$ cat src/rtl/cpu_pkg.sv
// Shared constants for the multi-cycle CPU: opcodes, funct codes, PCSource
// encodings and the reset program counter.
package cpu_pkg;

  localparam int          DATA_W           = 32;
  localparam logic [31:0] RESET_PC_DEFAULT = 32'h0000_0000;

  localparam logic [5:0] OP_RTYPE = 6'h00;
  localparam logic [5:0] OP_J     = 6'h02;
  localparam logic [5:0] OP_JAL   = 6'h03;
  localparam logic [5:0] OP_BEQ   = 6'h04;
  localparam logic [5:0] OP_LW    = 6'h23;
  localparam logic [5:0] OP_SW    = 6'h2b;

  localparam logic [5:0] FUNCT_JR   = 6'h08;
  localparam logic [5:0] FUNCT_JALR = 6'h09;

  typedef enum logic [1:0] {
    PCSRC_SEQ = 2'b00,
    PCSRC_BR  = 2'b01,
    PCSRC_JMP = 2'b10,
    PCSRC_REG = 2'b11
  } pcsrc_e;

endpackage

$ cat src/rtl/pc_next_mux.sv
// Combinational next-PC select and PC update enable.
module pc_next_mux
  import cpu_pkg::*;
(
  input  logic [31:0] pc,
  input  logic [31:0] instr,
  input  logic [31:0] alu_result,
  input  logic [31:0] alu_out,
  input  logic [31:0] rs_data,
  input  pcsrc_e      pc_source,
  input  logic        alu_zero,
  input  logic        pc_write,
  input  logic        pc_write_cond,
  output logic [31:0] pc_next,
  output logic        pc_en
);

  logic [5:0] opcode;

  always_comb begin
    opcode  = instr[31:26];
    pc_en   = pc_write | (pc_write_cond & alu_zero);
    pc_next = pc;
    unique case (pc_source)
      PCSRC_SEQ: pc_next = alu_result;
      PCSRC_BR:  pc_next = alu_out;
      PCSRC_JMP: begin
        // Jump target depends on the latched instruction; unknown opcodes hold PC
        if (opcode == OP_J || opcode == OP_JAL)
          pc_next = {pc[31:28], instr[25:0], 2'b00};
        else if (opcode == OP_RTYPE)
          pc_next = rs_data;
        else
          pc_next = pc;
      end
      PCSRC_REG: pc_next = rs_data;
      default:   pc_next = pc;
    endcase
  end

endmodule

$ cat src/rtl/fetch_unit.sv
// PC, IR, MDR and ALUOut registers of the multi-cycle CPU, plus memory
// request generation, misaligned-access flag and performance counters.
module fetch_unit
  import cpu_pkg::*;
#(
  parameter logic [31:0] RESET_PC = RESET_PC_DEFAULT
) (
  input  logic        clk,
  input  logic        reset,
  input  logic        PCWrite,
  input  logic        PCWriteCond,
  input  logic        IorD,
  input  logic        MemRead,
  input  logic        MemWrite,
  input  logic        IRWrite,
  input  logic [1:0]  PCSource,
  input  logic [31:0] alu_result,
  input  logic        alu_zero,
  input  logic [31:0] rs_data,
  input  logic [31:0] rt_data,
  input  logic [31:0] mem_rdata,
  output logic [31:0] mem_addr,
  output logic [31:0] mem_wdata,
  output logic        mem_read,
  output logic        mem_write,
  output logic [31:0] pc,
  output logic [31:0] instr,
  output logic [31:0] mdr,
  output logic [31:0] alu_out,
  output logic [5:0]  OpCode,
  output logic [5:0]  Funct,
  output logic        addr_misaligned,
  output logic [31:0] instr_count,
  output logic [31:0] cycle_count
);

  logic [31:0] pc_d, pc_q;
  logic [31:0] ir_d, ir_q;
  logic [31:0] mdr_d, mdr_q;
  logic [31:0] alu_out_d, alu_out_q;
  logic [31:0] icnt_d, icnt_q;
  logic [31:0] ccnt_d, ccnt_q;
  logic        misalign_d, misalign_q;
  logic [31:0] pc_next;
  logic        pc_en;
  logic        ir_load;

  pc_next_mux u_pc_next_mux (
    .pc            (pc_q),
    .instr         (ir_q),
    .alu_result    (alu_result),
    .alu_out       (alu_out_q),
    .rs_data       (rs_data),
    .pc_source     (pcsrc_e'(PCSource)),
    .alu_zero      (alu_zero),
    .pc_write      (PCWrite),
    .pc_write_cond (PCWriteCond),
    .pc_next       (pc_next),
    .pc_en         (pc_en)
  );

  // Strobes are gated by reset so no access can straddle the reset edge
  always_comb begin
    mem_write = MemWrite & ~reset;
    mem_read  = MemRead & ~MemWrite & ~reset;
    mem_addr  = IorD ? alu_out_q : pc_q;
    mem_wdata = rt_data;
    ir_load   = IRWrite & ~IorD;
  end

  always_comb begin
    pc_d       = pc_en ? pc_next : pc_q;
    ir_d       = ir_load ? mem_rdata : ir_q;
    mdr_d      = mem_read ? mem_rdata : mdr_q;
    alu_out_d  = alu_result;
    icnt_d     = ir_load ? icnt_q + 32'd1 : icnt_q;
    ccnt_d     = ccnt_q + 32'd1;
    misalign_d = misalign_q | ((mem_read | mem_write) & (mem_addr[1:0] != 2'b00));
  end

  always_ff @(posedge clk or posedge reset) begin
    if (reset) begin
      pc_q       <= RESET_PC;
      ir_q       <= '0;
      mdr_q      <= '0;
      alu_out_q  <= '0;
      icnt_q     <= '0;
      ccnt_q     <= '0;
      misalign_q <= 1'b0;
    end else begin
      pc_q       <= pc_d;
      ir_q       <= ir_d;
      mdr_q      <= mdr_d;
      alu_out_q  <= alu_out_d;
      icnt_q     <= icnt_d;
      ccnt_q     <= ccnt_d;
      misalign_q <= misalign_d;
    end
  end

  always_comb begin
    pc              = pc_q;
    instr           = ir_q;
    mdr             = mdr_q;
    alu_out         = alu_out_q;
    OpCode          = ir_q[31:26];
    Funct           = ir_q[5:0];
    addr_misaligned = misalign_q;
    instr_count     = icnt_q;
    cycle_count     = ccnt_q;
  end

endmodule

$ cat config.mk
export PLATFORM = sky130hd
export DESIGN_NAME = fetch_unit
export DESIGN_NICKNAME = d
export VERILOG_FILES = /design/src/rtl/cpu_pkg.sv /design/src/rtl/pc_next_mux.sv /design/src/rtl/fetch_unit.sv
export SDC_FILE = /design/constraint.sdc
export NUM_CORES = 1
export LEC_CHECK = 0
export CAP_MARGIN = 20
export CORE_AREA = 2 2 158 160
export CTS_CLUSTER_DIAMETER = 80
export DETAILED_ROUTE_END_ITERATION = 8
export DIE_AREA = 0 0 160 162
export GPL_ROUTABILITY_DRIVEN = 1
export GPL_TIMING_DRIVEN = 0
export PLACE_DENSITY = 0.73
export SYNTH_ARGS = -nofsm -noshare
export SYNTH_HDL_FRONTEND = slang
export SYNTH_SLANG_ARGS = --single-unit
$ cat constraint.sdc
create_clock -name clk -period 8.35 [get_ports clk]
set_input_delay 1.67 -clock clk [delete_from_list [all_inputs] [get_ports clk]]
set_output_delay 1.67 -clock clk [all_outputs]
set_load 0.02 [all_outputs]
Word-level counts from Yosys, hierarchy flattened. Cells that the tools add are included.

Word-level logic and storage cells: 40. Flip-flop bits (word level): 193.

Muxes and demuxes: 4. Equal/unequal tests: 8. Add/sub/neg operators: 2. Reduce and logical (&&, ||, !) cells: 6. Bitwise gates (word level): 12.

Operators with widths (number): $pmux 32 s4 (1); $mux 32 (3); $add 32x1->32 const B (2); $eq 6x2->1 const B (2); $and 1x1->1 (6); $logic_not 6->1 (1); $eq 2x2->1 const B (2); $ne 3x1->1 const B (1); $not 1->1 (3); $or 1x1->1 (3); $reduce_and 3->1 (1); $eq 2x1->1 const B (1); $logic_not 2->1 (1); $ne 2x1->1 const B (1); $ne 2x2->1 const B (1); $reduce_and 2->1 (1); $reduce_bool 2->1 (1); $logic_or 1x1->1 (1).

Logic depth before layout (Yosys ltp). Gate-level depths: netlist of run 1.

Depth in word-level cells: 6. Mapped depth: 8. Mapped depth without buffers: 5.

Cells and area by module. Synthesis of run 1 repeated with hierarchy kept, for this count alone.

Cell total of the unflattened synthesis: 771. Area, all modules: 9360.2 um^2.

Modules (own cells, without submodules): fetch_unit (times used 1, area each 8025.2 um^2, cells each 572, seq. area each 4829.6 um^2); pc_next_mux (times used 1, area each 1335.0 um^2, cells each 199, seq. area each 0.0 um^2).

Worst setup path before layout of run 1. No wires, ideal clock.

Path type: input to output. Start point: in IorD. End point: out mem_addr[10]. Arrival: 2.653 ns. Data required time: 6.680 ns. Stages: 3. Slack: 4.027 ns. Path through: clkbuf_1 > clkbuf_1 > mux2_2.

Cells in the longest elaborated chain, start to end: 1.

Ends and longest elaborated chain: start: declaration (line fetch_unit.sv:12) `input logic IorD,`; $mux 32 (line fetch_unit.sv:66) `mem_addr = IorD ? alu_out_q : pc_q;`; end: declaration (line fetch_unit.sv:22) `output logic [31:0] mem_addr,`.

Every way passes these cells.

Final worst setup path of run 1.
Start point: in reset. End point: out mem_read.

Cells in the longest elaborated chain, start to end: 2.

Ends and longest elaborated chain: start: declaration (line fetch_unit.sv:9) `input logic reset,`; $not 1->1 (line fetch_unit.sv:65) `mem_read = MemRead & ~MemWrite & ~reset;`; $and 1x1->1 (line fetch_unit.sv:65); end: declaration (line fetch_unit.sv:24) `output logic mem_read,`.

Every way passes these cells.

==> results.md, run 1 <==
Run status:
- The flow ran to the end, and the final reports show no timing, DRC or antenna violations.

Place:
- The pre-CTS setup slack is 2.48 ns.
- In this run the cell area measured after placement is 13100 um2.
- The congestion estimate from routability-driven global placement came to 0.819.
- After legalization and detailed placement, the total HPWL measured 22.3 mm.
- Input and output buffers added on the ports amount to 375.

Worst setup path:
- The length in cells of the worst reg-to-reg path is 6.
- Data on the critical path arrives at its endpoint at 4.15 ns.
- The nature of the critical path startpoint is an input port.
- Data on the critical path is required at its endpoint by 6.68 ns.
- The critical path endpoint category is an output port.
- The worst setup path is of the in -> out kind.
- The startpoint identified for the worst register-to-register timing path is instr[28]$_DFFE_PP0P_.
- In this run the worst setup path begins at reset.
- The peak fanout along the critical path is 10.

Final layout:
- Leaving out fill and tap cells, the most frequent cell in the layout is sky130_fd_sc_hd__clkdlybuf4s50_1.
- The area added between synthesis and finish is 53.5%.
- After filler insertion, the fill cell instance count of the layout stands at 2083.
- In the final layout, flip-flops and latches occupy 4830 um2.
- The repair_antennas step left the layout with diodes totalling 0.
- The fraction of layout cells with a size suffix above 1 is 0.184.
- In the layout the commonest cells are 375 x sky130_fd_sc_hd__clkdlybuf4s50_1, 193 x sky130_fd_sc_hd__dfrtp_1, 101 x sky130_fd_sc_hd__mux2_2.
- The share of the core filled with cells is 0.565.
- The finished layout cell area is 13600 um2.
- After the last flow step, the layout net total stands at 1265.
- Summing all multi-input logic gate instances after layout gives 3530 um2.

Clocking:
- The number of hold buffers added after CTS is 0.
- The tree is rooted in a sky130_fd_sc_hd__clkbuf_16.
- The CTS buffer count is 17.
- After clock tree synthesis, the clock-pin slew on the worst setup and hold paths is 0.07 ns.
- In this run, post-CTS repair resized a total of 0 instances.
- TritonCTS built the clock tree.
- Buffers added to address setup during post-CTS repair amount to 0.
- The H-tree generated during clock tree synthesis spans 4 levels.
- Counting along the longest clock path gives a buffer depth of 2.
- The worst-skew pair later-pin latency is 0.43 ns.
- Clock tree synthesis found a total of 193 sinks.

Die:
- The number of placement rows is 57.
- The starting density of the core is 0.368.
- For this design the top-level I/O count stands at 410.
- The x dimension of the die is 160 um.
- The total area inside the core boundary comes to 24100 um2.
- The chip height is 162 um.
- The area enclosed by the die boundary is 25900 um2.

STA:
- The number of max-slew violations in the final report is 0.
- The final worst-path cycle share is 0.697.
- The count of endpoints failing hold in the final timing report is 0.
- The final clock skew is 0.0169 ns.
- Subtracting the final worst setup slack from the clock period gives 5.82 ns.
- The highest attainable clock frequency is 172 MHz.
- In the final timing run, aggregate negative setup slack is 0 ns.
- The relative max-transition margin is 0.446.
- Setup violations remaining at the end of the flow were counted as 0.
- For the pin with the worst max-slew slack, the measured transition is 0.829 ns.
- Setup repair after global routing left no endpoint under its margin.
- Across all setup checks in the final design, the least slack found is 2.53 ns.

Drt:
- For this run, the detailed router's first-pass iteration total came to 4.
- The wire length per cell after detailed routing is 20.0 um.
- The detail-routed via count per cell is 4.93.
- For this run, design rule violations remaining after detail routing come to 0.
- The detailed router placed 7192 vias in this run.
- The remaining antenna violation count after routing is 0.
- The number of violations reported at the end of detailed-routing iteration 0 is 337.
- For this block, the routed nets add up to 29.2 mm of wire.

GRT:
- The number of global-route vias before repair is 7445.
- For this run, the total global-route usage over all layers was measured as 0.225.
- The leftover overflow at the end of global routing is 0.
- The wire length of the first global-routing pass is 44.7 mm.
- The maximum number of pins on one net before global-route repair is 99.
- The initial antenna violation count is 1.

Power and ir drop:
- The share of total power in the clock network is 0.292.
- For this design the ratio of total power to cell area is 198 nW/um2.
- Of the total power, combinational logic draws 0.287.
- Of the total power, the share spent switching nets is 0.319.
- The switching power is 0.000858 W.
- The worst-case IR drop observed on VDD is 0.122 mV.
- Power comes to 0.00269 W.
- For this design the static power due to leakage is 5.76 nW.
- The share of total power dissipated in sequential elements is 0.421.
- The design internal power is 0.00183 W.

Synthesis:
- The flip-flop and latch count after synthesis is 193.
- The post-synthesis net count is 870.
- The most used flip-flop cell after synthesis is sky130_fd_sc_hd__dfrtp_1.
- The share of the Yosys chip area taken by registers is 0.545.
- A synthesized cell averages 12.2 um2.
- Counting flops with an async set or reset pin after synthesis yields a share of 1.00.
- Synthesis handed over a netlist of 729 instances.
- The number of different library cells used by synthesis comes to 44.
- The Yosys step of the flow raised 0 warnings.
- After synthesis the cells add up to 8870 um2.
- The number of enable-type register cells in the synthesized netlist is 0.

Run:
- The number of max-cap violations is 0.

Min path:
- The worst hold path class is reg -> reg.
- The cell count of the worst hold path is 1.
- In this run the most critical hold path is launched from cycle_count[31]$_DFF_PP0_.
## per-layer routing
| metal | track usage | vias to the layer above | share of wire |
|---|---|---|---|
| li1 | - | 3323 | - |
| met1 | 0.289 | 3591 | 0.42 |
| met2 | 0.377 | 241 | 0.50 |
| met3 | 0.0575 | 37 | 0.061 |
| met4 | 0.0659 | 0 | 0.021 |
| met5 | 0 | - | 0 |
## cell usage after synthesis (all sizes together), types with 2 or more instances
cell type  number  area (um2)
nor2           10        37.5
and3           14        87.6
ha              2        25.0
o21ai          15        75.1
nor2b          31         194
and4            2        17.5
dfrtp         193        4830
nor4            3        40.0
nor3            4        25.0
o221ai          6        52.6
nand3          24         125
xnor2          47         412
mux2          101        1140
clkbuf         21        78.8
a311oi         20         238
inv             3        11.3
nand4          15         100
a211o           6        52.6
a21o           21         158
mux2i           6        60.1
buf            58         422
a211oi         20         150
nand2          81         304
xor2           14         123
o31ai           2        15.0
nor3b           3        38.8
## power by group through the flow
stage | combinational [W] | sequential, W | clock [W]
finish | 0.000772 | 0.00113 | 0.000786
global route | 0.000815 | 0.00115 | 0.000845
CTS | 0.000780 | 0.00113 | 0.000807
detailed placement | 0.000777 | 0.00115 | 0
global placement | 0.000768 | 0.00115 | 0
floorplan | 0.000260 | 0.00125 | 0
## state kept, by name, summed over array words and instances (netlist names)
register / cells
mdr: 32
addr_misaligned: 1
cycle_count: 32
pc: 32
instr_count: 32
alu_out: 32
instr: 32
## through the flow
stage | hold WS [ns] | instances
2_1_floorplan | 0.577 | 729
3_3_place_gp | 0.453 | 1428
3_5_place_dp | 0.463 | 1429
4_1_cts | 0.476 | 1460
5_1_grt | 0.494 | 1460
6_report | 0.469 | 1460
## worst paths after layout
kind / endpoint / slack (ns)
max: mem_read / 2.53
min: cycle_count[31]$_DFF_PP0_ / 0.47
max reg2reg: pc[8]$_DFFE_PP0P_ / 6.22
min reg2reg: cycle_count[31]$_DFF_PP0_ / 0.47
max in group asynchronous: mdr[6]$_DFFE_PP0P_ / 5.56
min in group asynchronous: mdr[29]$_DFFE_PP0P_ / 1.84
## logic make-up after synthesis
group / synth area share
AND/OR/NAND/NOR: 0.116
flip-flops: 0.545
multiplexers: 0.135
AO/OA/AOI/OAI: 0.0835
buffers and inverters: 0.0577
XOR/XNOR: 0.0602
adder cells (fa/ha/maj): 0.00282
## layout make-up
| type | instances | area share |
|---|---|---|
| buffer | 79 | 0.0368 |
| timing repair buffer | 376 | 0.278 |
| tap | 324 | 0.0298 |
| clock buffer | 19 | 0.0318 |
| sequential | 193 | 0.355 |
| clock inverter | 12 | 0.00846 |
| inverter | 3 | 0.00138 |
| multi-input combinational | 454 | 0.259 |
## worst max-delay path: stages
cell and delay (ns):
sky130_fd_sc_hd__clkdlybuf4s50_1 0.55, sky130_fd_sc_hd__nor3b_1 0.74, sky130_fd_sc_hd__buf_2 0.50, sky130_fd_sc_hd__clkdlybuf4s50_1 0.68
Power figures use the tool's default switching activity.
==> inputs of run 2 (changes only) <==
--- a/config.mk
+++ b/config.mk
@@ -6,10 +6,10 @@
 export NUM_CORES = 1
 export LEC_CHECK = 0
 export CAP_MARGIN = 20
-export CORE_AREA = 2 2 158 160
+export CORE_AREA = 2 2 161 163
 export CTS_CLUSTER_DIAMETER = 80
 export DETAILED_ROUTE_END_ITERATION = 8
-export DIE_AREA = 0 0 160 162
+export DIE_AREA = 0 0 163 165
 export GPL_ROUTABILITY_DRIVEN = 1
 export GPL_TIMING_DRIVEN = 0
 export PLACE_DENSITY = 0.73
==> constraint.sdc (replaced) <==
create_clock -name clk -period 5.2 [get_ports clk]
set_input_delay 1.04 -clock clk [delete_from_list [all_inputs] [get_ports clk]]
set_output_delay 1.04 -clock clk [all_outputs]
set_load 0.02 [all_outputs]
==> run 2 against run 1 <==
  * First-iteration DRC count up 4.5%
  * Clock skew is essentially flat
  * Via count grew 1.2%
  * Final cell count up 0.62%
  * Clock power up 62%
  * Total power is 61% higher
  * Wire length grew 2.3%
  * Critical endpoint unchanged
  * Largest power group unchanged
==> results.md, run 2 (synthesized netlist as in run 1, its figures left out) <==
Run status:
- The flow ran to the end, and the final reports show no timing, DRC or antenna violations.

STA:
- The number of max-slew violations in the final report came to 0 (unchanged).
- The count of endpoints failing setup in the final report is 0 (unchanged).
- The relative max-transition margin was 0.347 (-0.0994).
- Setup repair after global routing left no endpoint under its margin.
- The final worst setup slack is 0.722 ns (-1.81 ns).
- The count of endpoints failing hold in the final timing report is 0 (unchanged).
- The final clock skew was 0.0167 ns (-0.000195 ns).
- Derived from the worst setup path, the maximum achievable clock frequency is 223 MHz.
- The transition time at the pin with the least slew margin is 0.980 ns (+0.151 ns).
- The minimum clock period after layout is 4.48 ns.
- The final worst-path cycle share is 0.861.

Clocking:
- The tree is rooted in a sky130_fd_sc_hd__clkbuf_16.
- The number of hold buffers added after CTS is 0 (unchanged).
- The number of clock sinks came to 193 (unchanged).
- The setup fix buffers added after clock tree synthesis is 0 (unchanged).
- TritonCTS built the clock tree.
- The buffer depth of the longest clock path came to 2 (unchanged).
- The clock slew at the register clock pins of the worst setup and hold paths came to 0.08 ns (about the same).
- The worst-skew pair later-pin latency is 0.43 ns (about the same).
- The number of instances resized during post-cts repair is 0 (unchanged).
- The level count of the clock H-tree was 4 (unchanged).
- The CTS buffer count was 17 (unchanged).

Power and ir drop:
- The largest voltage drop on the vdd net is 0.188 mV (+54%).
- The leakage power is 5.79 nW (+0.58%).
- The power density over the cells was 317 nW/um2 (+60%).

Drt:
- The detail-routed via count per cell is 4.96 (+0.62%).
- The final wirelength came to 29.9 mm (+2.3%).
- The wire length per cell after detailed routing is 20.3 um (+1.7%).
- The number of violations reported at the end of detailed-routing iteration 0 came to 352 (+4.5%).
- The total via count after detailed routing is 7281 (+1.2%).
- The number of iterations in the first detailed-routing pass is 4 (unchanged).
- The number of remaining DRC errors came to 0 (unchanged).
- The remaining antenna violation count after routing is 0 (unchanged).

Worst setup path:
- The flop-to-flop setup slack is 3.03 ns (-3.19 ns).
- Among cell families on the critical path, the largest total delay comes from buffers and inverters.
- The instance count on the critical path was 4 (unchanged).
- The cell with the biggest individual delay on the critical path is sky130_fd_sc_hd__nor3b_1.
- The classification of the worst setup path is in -> out.
- The critical path data required time came to 4.16 ns (-2.52 ns).
- The total buffers and inverters traversed by the critical path is 3 (unchanged).
- The stage delay of the slowest cell on the critical path came to 0.73 ns (about the same).
- The critical path goes through clkdlybuf4s50_1, nor3b_1, buf_2, clkdlybuf4s50_1.
- The nature of the critical path startpoint is an input port.
- The peak fanout along the critical path is 10 (unchanged).
- The worst setup path is captured at an output port.
- The arrival time of data at the critical path endpoint came to 3.44 ns (-0.71 ns).
- The most used cell along the critical path is sky130_fd_sc_hd__clkdlybuf4s50_1.
- The length in cells of the worst reg-to-reg path was 6 (unchanged).

Final layout:
- The number of nets in the layout is 1269 (+0.32%).
- In the layout the commonest cells are 375 x sky130_fd_sc_hd__clkdlybuf4s50_1, 193 x sky130_fd_sc_hd__dfrtp_1, 101 x sky130_fd_sc_hd__mux2_2.
- The area added between synthesis and finish is 54.4%.
- The multi-input gate area in the final layout is 3530 um2 (unchanged).
- The number of antenna diodes came to 0 (unchanged).
- The most common library cell in the layout ignoring fill and taps is sky130_fd_sc_hd__clkdlybuf4s50_1.
- The fraction of layout cells with a size suffix above 1 is 0.188 (+0.00391).
- The final cell count without fillers came to 1469 (+0.62%).
- The count of fill cells added during filler insertion is 2239 (+7.5%).
- The finished layout cell area is 13700 um2 (+0.61%).
- The total area of sequential cells came to 4830 um2 (unchanged).

Place:
- The global placement routability congestion is 0.840 (+2.5%).
- The estimated wirelength of the detail-placed design is 23.1 mm (+3.6%).
- The number of placed cells counting well taps came to 1439 (+0.70%).
- The count of input and output buffers was 375 (unchanged).
- The placed cell area is 13100 um2 (+0.58%).
- The pre-CTS setup slack was 0.645 ns (-1.84 ns).

Die:
- The number of placement rows came to 58 (+1.8%).
- The x dimension of the die is 163 um (+1.9%).
- The starting density of the core is 0.354 (-0.0137).
- The area enclosed by the die boundary is 26900 um2 (+3.8%).
- The core area is 25000 um2 (+3.9%).
- The number of top-level pins is 410 (unchanged).
- The chip height was 165 um (+1.9%).

GRT:
- The aggregate global-route resource usage came to 0.222 (-0.00241).
- The initial antenna violation count is 1 (unchanged).
- The leftover overflow at the end of global routing came to 0 (unchanged).
- The maximum number of pins on one net before global-route repair is 42 (-58%).
- The wire length of the first global-routing pass is 45.0 mm (+0.56%).
- The number of global-route vias before repair came to 7482 (+0.50%).

Min path:
- The cell count of the worst hold path is 1 (unchanged).
- The worst hold path class is reg -> reg.

Run:
- The number of max-cap violations is 0 (unchanged).
-- run 2: cell type report --
type,count,share of cell area
plain buffers,79,0.0365
clock buffers,18,0.0321
clock inverters,12,0.00841
inverters,3,0.00110
multi-input cells,454,0.258
flip-flops and latches,193,0.353
well taps,330,0.0302
repair buffers,380,0.281
-- run 2: power by group --
| part | leakage (nW) | switching (W) | internal (W) |
|---|---|---|---|
| sequential | 2.39 | 0.000156 | 0.00166 |
| combinational | 3.13 | 0.000602 | 0.000655 |
| clock | 0.275 | 0.000628 | 0.000644 |
-- run 2: per-stage QoR --
stage	hold slack, ns	power [W]	util	TNS [ns]
after global routing	0.502	0.00453	0.547	0
final	0.472	0.00435	0.547	0
after CTS	0.478	0.00439	0.547	0
after detailed placement	0.457	0.00311	0.525	0
after global placement	0.458	0.00308	0.521	-14.67
after floorplan	0.577	0.00242	-	0
-- run 2: worst paths after layout --
check	from	endpoint
min	instr_count[31]$_DFFE_PP0P_	instr_count[31]$_DFFE_PP0P_
min reg2reg	instr_count[31]$_DFFE_PP0P_	instr_count[31]$_DFFE_PP0P_
max in group asynchronous	reset	instr[9]$_DFFE_PP0P_
max	reset	mem_read
min in group asynchronous	reset	cycle_count[1]$_DFF_PP0_
max reg2reg	instr[29]$_DFFE_PP0P_	pc[12]$_DFFE_PP0P_
-- run 2: worst register-to-register path, delay by kind of cell (launching register included) --
kind            cells  cell delay (ns)
simple gates        3             0.95
flops               1             0.44
buf+inv             1             0.35
compound gates      2             0.30
-- run 2: routing by layer --
metal / global-route usage / vias up / routed length [um]
li1: - / 3341 / -
met3: 0.0522 / 32 / 1790
met2: 0.375 / 252 / 14800
met4: 0.0607 / 2 / 556
met5: 0 / - / 13
met1: 0.287 / 3654 / 12700
==> RTL change 1 (config.mk and constraints of run 2) <==
Register the output `mdr`, cleared by the reset; this adds one clock of latency there. The other outputs are not delayed to match.
--- a/src/rtl/fetch_unit.sv
+++ b/src/rtl/fetch_unit.sv
@@ -34,4 +34,6 @@
   output logic [31:0] cycle_count
 );
+
+  logic [31:0] mdr_c;
 
   logic [31:0] pc_d, pc_q;
@@ -102,5 +104,5 @@
     pc              = pc_q;
     instr           = ir_q;
-    mdr             = mdr_q;
+    mdr_c           = mdr_q;
     alu_out         = alu_out_q;
     OpCode          = ir_q[31:26];
@@ -111,4 +113,12 @@
   end
 
+  always_ff @(posedge clk or posedge reset) begin
+    if (reset) begin
+      mdr <= '0;
+    end else begin
+      mdr <= mdr_c;
+    end
+  end
+
 endmodule
 
Behaviour: not the same (a bounded check fails within 4 cycles, from zero or initial values and one cycle with reset high).
==> RTL change 1 against run 2 <==
Setup slack got worse by 320 ps; area after synthesis increased by 10%; critical path depth unchanged; hold slack got worse by 100 ps; routed wire length increased by 12%; power increased by 19%; sequential cell count increased by 32; design area increased by 8.8%.
==> RTL change 1: results (changes against run 2) <==
| Metric | Value |
|---|---|
| Status | `finished clean` |
| Inserted Clock Buffers | `25 (+8)` |
| CLK BUF | `35 (+17)` |
| Via count | `8,134 (+12%)` |
| DR iter-0 viols | `515 (+46%)` |
| Cells after synthesis | `836 (+15%)` |
| Seq/Total Area, Yosys | `57.5% (+3.1 points)` |
| Clk cell area share | `5.54% (+1.5 points)` |
| Worst-path clk slew | `60 ps (-20 ps)` |
| Final std cells w/o fill | `1,590 (+8.2%)` |
| Min-delay src | `mdr_c[7]$_DFFE_PP0P_` |
| Synth cell types | `40 (-9.1%)` |
| H-tree levels | `1 (-3)` |
| Clk power | `0.00179 W (+41%)` |
| Global-route wire length before repair | `49,500 microns (+10%)` |
| Insertion delay to the later sink of the worst-skew pair | `530 ps (+100 ps)` |
| Setup ws final | `399 ps (-322 ps)` |
| Max clock buf depth | `3 (+1)` |
| Hold Crit Endpoint | `mdr[7]$_DFF_PP0_` |
| Share of layout cells above drive strength 1 | `13.9% (-4.9 points)` |
| Worst-case reg-to-reg path depth | `7 (+1)` |
| Drt pass-1 iters | `5 (+1)` |
| Post-DP HPWL | `25,700 microns (+11%)` |
| GPL Wtd Cong | `0.913 (+8.7%)` |
| DR WL/cell | `21.0 microns (+3.1%)` |
| Largest net degree at the start of global routing | `43 (+2.4%)` |
| Top cells by area, synth | `dfrtp_1, mux2_2, xnor2_1, buf_4, o31ai_1` |
| Sink Count | `225 (+17%)` |
| FF-to-FF End | `pc[17]$_DFFE_PP0P_` |
-- RTL change 1: cell count changes in the layout (fill, tap and decap cells not counted), moves of 23 or more --
cell / change
o21ai_0: +53
o31ai_1: +41
nand2_1: -33
dfrtp_1: +32
clkbuf_1: +29
mux2_2: -24
a21oi_1: +23
-- RTL change 1: per-layer routing --
| layer | wire (microns) | up-vias | track usage (%) | part of all wire, % |
|---|---|---|---|---|
| met1 | 14100 | 4022 | 32.7 | 42 |
| met4 | 1130 | 2 | 7.88 | 3.4 |
| met2 | 16000 | 331 | 40.1 | 48 |
| li1 | - | 3714 | - | - |
| met5 | 12 | - | 0 | 0.036 |
| met3 | 2110 | 65 | 4.55 | 6.3 |
-- RTL change 1: per-stage QoR --
stage          hold WS, ps  utilization (%)  power (W)
6_report               368             59.5    0.00516
5_1_grt                379             59.5    0.00537
4_1_cts                370             59.5    0.00521
3_5_place_dp           359             56.2    0.00340
3_3_place_gp           353             55.7    0.00337
2_1_floorplan          350                -    0.00270
==> RTL change 2 (flow settings as in run 2) <==
Made on the original files. Take the reset off `ir_q` and load it in a clocked block of its own.
--- a/src/rtl/fetch_unit.sv
+++ b/src/rtl/fetch_unit.sv
@@ -82,5 +82,4 @@
     if (reset) begin
       pc_q       <= RESET_PC;
-      ir_q       <= '0;
       mdr_q      <= '0;
       alu_out_q  <= '0;
@@ -90,5 +89,4 @@
     end else begin
       pc_q       <= pc_d;
-      ir_q       <= ir_d;
       mdr_q      <= mdr_d;
       alu_out_q  <= alu_out_d;
@@ -97,4 +95,8 @@
       misalign_q <= misalign_d;
     end
+  end
+
+  always_ff @(posedge clk) begin
+    ir_q <= ir_d;
   end
 
Function: changed (a bounded check fails within 4 cycles, from zero or initial values and one cycle with reset high).
==> RTL change 2 against run 2 <==
Routed wire length fell by 4.9%; via count fell by 2.4%; area after synthesis fell by 0.72%; design area rose by 0.23%; register-to-register slack got worse by 140 ps; sequential cell count did not move; global-route usage fell by 1.5 points; clock power rose by 9%; setup slack improved by 190 ps; power fell by 1.2%; critical path depth did not move; largest cell class unchanged.
==> RTL change 2: results (changes against run 2) <==
| Metric | Value |
|---|---|
| DR top layer | `met4` |
| Met2 routed WL | `14,100 microns (-4.7%)` |
| DR WL/cell | `19.6 microns (-3.7%)` |
| Post-synthesis mux area share | `13.1% (-0.41 points)` |
| Nets | `1,250 (-1.5%)` |
| EDFF count, synth | `32 (+32)` |
| Number of global-route vias before repair | `7,136 (-4.6%)` |
| Worst-case reg-to-reg path depth | `5 (-1)` |
| Top cells by area, synth | `dfrtp_1, mux2_2, edfxtp_1, xnor2_1, buf_4` |
| Routed length on met1 | `11,800 microns (-7.3%)` |
| DR WL met3 | `1830 microns (+2.3%)` |
| Xor/xnor share of the synthesized area | `6.07% (+0.044 points)` |
| Post-synthesis compound-gate area fraction | `5.88% (-2.5 points)` |
| Maximum VDD drop | `0.232 mV (+24%)` |
| Syn nets | `850 (-2.3%)` |
| Hold Crit Endpoint | `addr_misaligned$_DFF_PP0_` |
| Min-delay src | `addr_misaligned$_DFF_PP0_` |
| CP arrival | `3250 ps (-190 ps)` |
| Leak pwr | `5.60 nW (-3.3%)` |
| Hold Worst Slack | `482 ps (+9.45 ps)` |
| Async S/R FF share, synth | `83.4% (-17 points)` |
| WHS Path Cells | `2 (+1)` |
| Status | `finished clean` |
| Worst Clk Skew | `10.9 ps (-5.74 ps)` |
| Top cells by count, synth | `dfrtp_1, mux2_2, buf_4` |
-- RTL change 2: cell families after synthesis --
logic type / Yosys count
AOI/OAI and AO/OA: 64
and+or+nand+nor: 180
buffers and inverters: 106
xor gates and xnor gates: 61
DFF: 193
muxes: 103
adders and majority gates: 2
-- RTL change 2: worst min-delay path: cells and delay by family, from the launching register on --
kind / cells / cell delay [ps]
buf+inv: 1 / 40
compound gates: 1 / 50
flops: 1 / 360
-- RTL change 2: layer usage --
metal  global-route usage [%]  vias to the layer above
met4                     6.80                        0
met2                     34.9                      284
met5                        0                        -
met1                     26.5                     3494
met3                     4.75                       43
li1                         -                     3283
-- RTL change 2: cell type report --
| cell class | instances | area (sq um) |
|---|---|---|
| inverters | 35 | 135 |
| fillers | 2140 | 11300 |
| plain buffers | 71 | 475 |
| multi-input cells | 410 | 3220 |
| clock inverters | 13 | 160 |
| repair buffers | 381 | 3870 |
| well taps | 330 | 413 |
| clock buffers | 19 | 464 |
| flip-flops and latches | 193 | 4990 |
-- RTL change 2: worst max path at each step --
stage / slack (ps) / to
after global routing: 700 / mem_read
after detailed placement: 800 / mem_read
after CTS: 800 / mem_read
after global placement: -10 / instr_count[3]$_DFFE_PP0P_
after floorplan: 1840 / instr_count[3]$_DFFE_PP0P_
final: 910 / mem_read
-- RTL change 2: report_power, final --
| group | internal [W] | switching [W] |
|---|---|---|
| logic | 0.000579 | 0.000527 |
| registers | 0.00168 | 0.000121 |
| clock network | 0.000732 | 0.000653 |
